<file path="config.mk">
export PLATFORM = sky130hd
export DESIGN_NAME = execute_cr_arb
export DESIGN_NICKNAME = d
export VERILOG_FILES = /design/src/rtl/execute_cr_arb.sv
export SDC_FILE = /design/constraint.sdc
export NUM_CORES = 1
export LEC_CHECK = 0
export ABC_AREA = 1
export BUFFER_PORTS_ARGS = -buffer_cell sky130_fd_sc_hd__buf_2
export CAP_MARGIN = 40
export CORE_UTILIZATION = 40
export DETAILED_ROUTE_END_ITERATION = 6
export SYNTH_ARGS = -nofsm -noshare
export SYNTH_HDL_FRONTEND = slang
export SYNTH_SLANG_ARGS = --single-unit
</file>
<file path="constraint.sdc">
create_clock -name clk -period 5.63 [get_ports clk]
set_input_delay 0.563 -clock clk [delete_from_list [all_inputs] [get_ports clk]]
set_output_delay 0.563 -clock clk [all_outputs]
set_load 0.005 [all_outputs]
</file>
<file path="src/rtl/execute_cr_arb.sv">
// Round-robin arbiter of ALU (A) and mul/div (B) CR field results onto the single CR write port.
// Latency: an entry accepted at edge N is presented next cycle and written at edge N+1 if granted.
// Backpressure: x_ready drops when that FIFO is full or flush is high; cr_wr_hold stalls all pops.
module execute_cr_arb #(
  parameter int DEPTH  = 2,
  parameter int NFIELD = 8
) (
  input  logic                      clk,
  input  logic                      reset_n,
  input  logic                      a_valid,
  output logic                      a_ready,
  input  logic [$clog2(NFIELD)-1:0] a_field,
  input  logic [3:0]                a_crf,
  input  logic                      b_valid,
  output logic                      b_ready,
  input  logic [$clog2(NFIELD)-1:0] b_field,
  input  logic [3:0]                b_crf,
  input  logic                      cr_wr_hold,
  input  logic                      flush,
  output logic                      cr_wr_en,
  output logic [$clog2(NFIELD)-1:0] cr_wr_field,
  output logic [3:0]                cr_wr_data,
  output logic [NFIELD-1:0]         cr_busy
);

  localparam int FW = $clog2(NFIELD);
  localparam int AW = (DEPTH > 1) ? $clog2(DEPTH) : 1;
  localparam int OW = $clog2(DEPTH) + 1;
  localparam int CW = $clog2(2 * DEPTH) + 1;

  typedef struct packed {
    logic [FW-1:0] fld;
    logic [3:0]    crf;
  } ent_t;

  // Index 0 is requester A, index 1 is requester B.
  ent_t          mem_q  [2][DEPTH];
  logic [AW-1:0] wp_q   [2];
  logic [AW-1:0] rp_q   [2];
  logic [OW-1:0] occ_q  [2];
  logic          last_b_q;
  logic [CW-1:0] fcnt_q [NFIELD];
  logic [CW-1:0] fcnt_d [NFIELD];

  ent_t       in_ent [2];
  ent_t       head   [2];
  ent_t       wr_ent;
  logic [1:0] ready;
  logic [1:0] nonempty;
  logic [1:0] push;
  logic [1:0] pop;
  logic       wr_en;
  logic       grant_b;

  // FIFO status from registered occupancy only; ready is held low while in reset.
  always_comb begin
    in_ent[0] = '{fld: a_field, crf: a_crf};
    in_ent[1] = '{fld: b_field, crf: b_crf};
    for (int r = 0; r < 2; r++) begin
      nonempty[r] = (occ_q[r] != '0);
      ready[r]    = reset_n && (occ_q[r] != OW'(DEPTH)) && !flush;
      head[r]     = mem_q[r][rp_q[r]];
    end
    push = {b_valid && ready[1], a_valid && ready[0]};
  end

  assign a_ready = ready[0];
  assign b_ready = ready[1];

  // Round-robin grant: a lone non-empty FIFO wins, otherwise the one not granted last.
  always_comb begin
    wr_en   = (|nonempty) && !cr_wr_hold && !flush;
    grant_b = nonempty[1] && (!nonempty[0] || !last_b_q);
    wr_ent  = grant_b ? head[1] : head[0];
    pop     = 2'b00;
    if (wr_en) begin
      pop = grant_b ? 2'b10 : 2'b01;
    end
  end

  assign cr_wr_en    = wr_en;
  assign cr_wr_field = wr_en ? wr_ent.fld : '0;
  assign cr_wr_data  = wr_en ? wr_ent.crf : '0;

  // FIFO pointers and occupancy; flush empties both queues at once.
  always_ff @(posedge clk or negedge reset_n) begin
    if (!reset_n) begin
      for (int r = 0; r < 2; r++) begin
        wp_q[r]  <= '0;
        rp_q[r]  <= '0;
        occ_q[r] <= '0;
      end
    end else if (flush) begin
      for (int r = 0; r < 2; r++) begin
        wp_q[r]  <= '0;
        rp_q[r]  <= '0;
        occ_q[r] <= '0;
      end
    end else begin
      for (int r = 0; r < 2; r++) begin
        if (push[r]) wp_q[r] <= wp_q[r] + AW'(1);
        if (pop[r])  rp_q[r] <= rp_q[r] + AW'(1);
        occ_q[r] <= occ_q[r] + OW'(push[r]) - OW'(pop[r]);
      end
    end
  end

  // FIFO storage needs no reset: a slot is only read after it has been written.
  always_ff @(posedge clk) begin
    for (int r = 0; r < 2; r++) begin
      if (push[r]) mem_q[r][wp_q[r]] <= in_ent[r];
    end
  end

  // Last grant moves only on a real pop; reset to B so A wins the first tie.
  always_ff @(posedge clk or negedge reset_n) begin
    if (!reset_n) begin
      last_b_q <= 1'b1;
    end else if (|pop) begin
      last_b_q <= pop[1];
    end
  end

  // Per-field pending count: pushes add, the popped entry subtracts, flush clears.
  always_comb begin
    for (int f = 0; f < NFIELD; f++) begin
      fcnt_d[f] = fcnt_q[f];
      if (push[0] && (in_ent[0].fld == FW'(f))) fcnt_d[f] = fcnt_d[f] + CW'(1);
      if (push[1] && (in_ent[1].fld == FW'(f))) fcnt_d[f] = fcnt_d[f] + CW'(1);
      if ((|pop) && (wr_ent.fld == FW'(f)))     fcnt_d[f] = fcnt_d[f] - CW'(1);
      if (flush) fcnt_d[f] = '0;
      cr_busy[f] = (fcnt_q[f] != '0);
    end
  end

  // Scoreboard registers.
  always_ff @(posedge clk or negedge reset_n) begin
    if (!reset_n) begin
      for (int f = 0; f < NFIELD; f++) fcnt_q[f] <= '0;
    end else begin
      for (int f = 0; f < NFIELD; f++) fcnt_q[f] <= fcnt_d[f];
    end
  end

endmodule

</file>
==> results.md <==
- Status: complete, no violations
- Length in cells of the worst reg-to-reg path: 15
- Final weighted congestion in routability-driven placement: about 0.86
- Final max-slew violation count: 0
- Number of flops mapped to enable cells by yosys: 28
- I/O pin count: 38
- Global route total overflow: 0
- Post-synthesis share of cell area spent on xor and xnor gates: 0.01326
- Number of global-route vias before repair: 3,921
- Number of sinks on the clock net: 61
- Largest fanout on the critical path: 35
- Internal power: slightly above 0.9 mW
- Area delta synth->final: 13.23%
- Antenna violations before repair: 0
- Wire per inst: 12.95 µm
- Final Net Count: 742
- First-pass DRT Iterations: 4
- Part of the Yosys area used for sequential elements: 0.3608
- Required time at the worst-slack endpoint: around 5.9 ns
- Netlist cell types: 34
- Fraction of the cycle the final worst path needs: 0.5444
- HPWL after DPL: ~8200 µm
- Switch Pwr: 0.4063 mW
- Width of the die: 109.5 µm
- Worst Clk Skew: 0.008391 ns
- Share of layout cells above drive strength 1: 0.1462
- Clk_lat worst skew: 0.34 ns
- Cell area after synthesis: 4623 µm²
- Portion of total power attributed to the clock network: 0.436
- Vertical extent of the die: 109.5 µm
- Average cell area after synthesis: 7.146 µm²
- Number of buffers inserted during clock tree synthesis: 9
- Maximum buffer depth of the clock tree: 2
- Critical path origin: reset_n
- Min Tclk post-route: between 3 and 4 ns
- Switching share of power: 0.3078
- Detailed-route wire length: 10,760 µm
- Final Hold Fails: 0
- Most frequent CP cell: sky130_fd_sc_hd__nand2_1
- Number of DRC violations after detailed routing: 0
- Async set-reset flop share out of synthesis: 0.5410
- Unrepaired setup endpoints after global routing: no
- Filler Cells Inserted: 1,118
- Area of the die: ~12,000 µm²
- Post-synthesis mux area share: 0.01299
- Adder-Cell Fraction of Synth Area: 0.09743
- Number of buffers inserted by hold repair at cts: 0
- Worst-Margin Slew: between 0.7 and 0.8 ns
- Clock slew seen by the registers of the worst setup and hold paths: 0.06 ns
- MaxCap Viol Count: 0
- Detailed Route Iter0 Violations: 190
- GRT Resource Usage Total: 0.2005
- Leakage Power: 2.661 nW
- Number of buffer cells added on primary ports: 37
- Final setup violating endpoints: 0
- Number of nets in the synthesized netlist: 703
- Type of destination of the critical path: register
- Number of gates resized after cts: 0
- Clock tree root driver cell: sky130_fd_sc_hd__clkbuf_16
- Number of antenna cells inserted: 0
- Timing-limited maximum frequency: 326.2 MHz
- Slowest cell on the critical path: sky130_fd_sc_hd__nand3_1
- Synthesis Warnings: 0
- Worst min path class: input pin to async pin
- Worst-case headroom to the max-slew limit: 0.5097
- Cell row count: 38
- Synthesized netlist cell count: roughly 650
- Critical path's largest stage delay: 0.42 ns
- Final core occ: 0.4746
- Combinational family with the most area after synthesis: simple AND/OR/NAND/NOR gates
- Kind of start point of the critical path: input pin
- Post-CTS Setup Inserts: 0
- Wire length of the first global-routing pass: 18,240 µm
- Critical-path cell list: buf_2, buf_4, inv_1, nor2_1, nand3_1, nor2_1, o21ai_0, ha_1, nand2_1, nand2_1, inv_1, ha_1, nand2_1, nor2_1, nand2_1, nand2_1, nor2_1
- Worst IR Drop VDD: 0.0001157 V
- Starting density of the core: 0.4191
- Detail Route Antenna Nets: 0
- Level count of the clock H-tree: 3
- Critical Path AT: 3.29 ns
- Post-Synth Simple-Gate Area: 0.3716
- Reg-to-reg setup timing slack: 2.99 ns
- Startpoint-to-endpoint class of the critical path: input pin to register
- FF+latch count, synth: a little over 60
- Via count: 4,002
- Flip-flop and latch area: 1668 µm²
- Area occupied by multi-input gates: 2492 µm²
- Compound-Gate Fraction of Synth Area: 0.04384
- Clock tree from TritonCTS: done
- Power per unit of standard cell area: between 200 and 300 nW/µm²
- Prevailing post-synth register cell: sky130_fd_sc_hd__dfrtp_1
- Sequential fraction of design power: 0.387
- FF-to-FF Start: occ_q[2]
- Largest net degree at the start of global routing: 36
- DR vias/cell: ~4.8
- Placeable Area: approximately 11,000 µm²
- Combinational cell fraction of total power: 0.176
- Critical Path Sink: fcnt_q[23]
- Summed negative setup slack over all endpoints: 0 ns
- Endpoint of the lowest-slack register-to-register path: fcnt_q[23]
## metrics by stage
stage	worst slack [ns]	cells	power [mW]	cell area (µm²)	hold WS (ns)
floorplan	3.372	647	0.6795	4623	0.2674
finish	2.565	831	1.320	5235	0.2793
detailed placement	2.206	815	0.7530	4930	0.5077
global placement	2.244	815	0.7487	4930	0.4839
CTS	2.519	831	1.333	5235	0.3002
global route	2.099	831	1.381	5235	0.3358
## how the worst min path moves through the flow
stage / start / endpoint / slack, ns / cells past startpoint
6_report: reset_n / fcnt_q[0] / 0.28 / 2
5_1_grt: reset_n / occ_q[0] / 0.34 / 2
4_1_cts: reset_n / fcnt_q[0] / 0.30 / 2
3_5_place_dp: last_b_q / last_b_q / 0.51 / 2
3_3_place_gp: last_b_q / last_b_q / 0.48 / 2
2_1_floorplan: reset_n / fcnt_q[0] / 0.27 / 0
## kinds of logic after synthesis
group                    after synthesis
AND/OR/NAND/NOR                      392
adder cells (fa/ha/maj)               36
multiplexers                           6
flip-flops                            61
buffers and inverters                117
AO/OA/AOI/OAI                         28
XOR/XNOR                               7
## critical path, delay by kind of cell
family / cells / cell delay, ns
AOI/OAI and AO/OA: 1 / 0.17
adders and majority gates: 2 / 0.45
and+or+nand+nor: 10 / 1.45
buffers and inverters: 4 / 0.63
## synthesized netlist by cell type, drive strengths merged, types with 3 or more instances
library cell | instances | area [µm²]
o32ai | 4 | 35.03
nand3b | 3 | 22.52
nor2 | 109 | 461.7
buf | 8 | 53.80
inv | 107 | 401.6
mux2i | 6 | 60.06
ha | 36 | 450.4
dfrtp | 32 | 800.8
xnor2 | 5 | 43.79
edfxtp | 28 | 840.8
nand4 | 17 | 118.9
o21ai | 21 | 138.9
nand2 | 217 | 869.6
nand3 | 43 | 225.2
## final cells by class
type                    count  area share
clock inverters             7     0.01530
repair buffers             38     0.03681
clock buffers               9     0.04302
multi-input cells         469      0.4761
inverters                 107     0.07672
flip-flops and latches     61      0.3186
well taps                 140     0.03346
## layout by cell type, fill, tap and decap left out, drive strengths merged, types with 2 or more instances in the layout
master / count
nand2: 217
inv: 111
nor2: 109
nand3: 43
buf: 38
ha: 36
dfrtp: 32
edfxtp: 28
o21ai: 21
nand4: 17
clkbuf: 9
mux2i: 6
xnor2: 5
o32ai: 4
nand3b: 3
a21oi: 2
xor2: 2
and2: 2
## per-layer routing
metal / up-vias / GRT usage / part of all wire / routed length, µm
met5: - / 0 / 0 / 0
met4: 0 / 0.08762 / 0.020 / 216
met3: 14 / 0.02667 / 0.030 / 325
met2: 59 / 0.3401 / 0.47 / 5065
met1: 1831 / 0.2548 / 0.48 / 5150
li1: 2098 / - / - / -
## state kept, by name, indices dropped and copies added (netlist names)
register / count
mem_q: 28
fcnt_q: 24
occ_q: 4
last_b_q: 1
wp_q: 2
rp_q: 2
## power by group through the flow
stage               Clock [mW]  Combinational, mW  Sequential (mW)
global placement             0              0.230            0.519
CTS                      0.587              0.235            0.511
finish                   0.576              0.233            0.511
floorplan                    0              0.169            0.510
global route             0.599              0.267            0.514
detailed placement           0              0.234            0.519
Note: power is estimated with default switching activity, not from simulation.
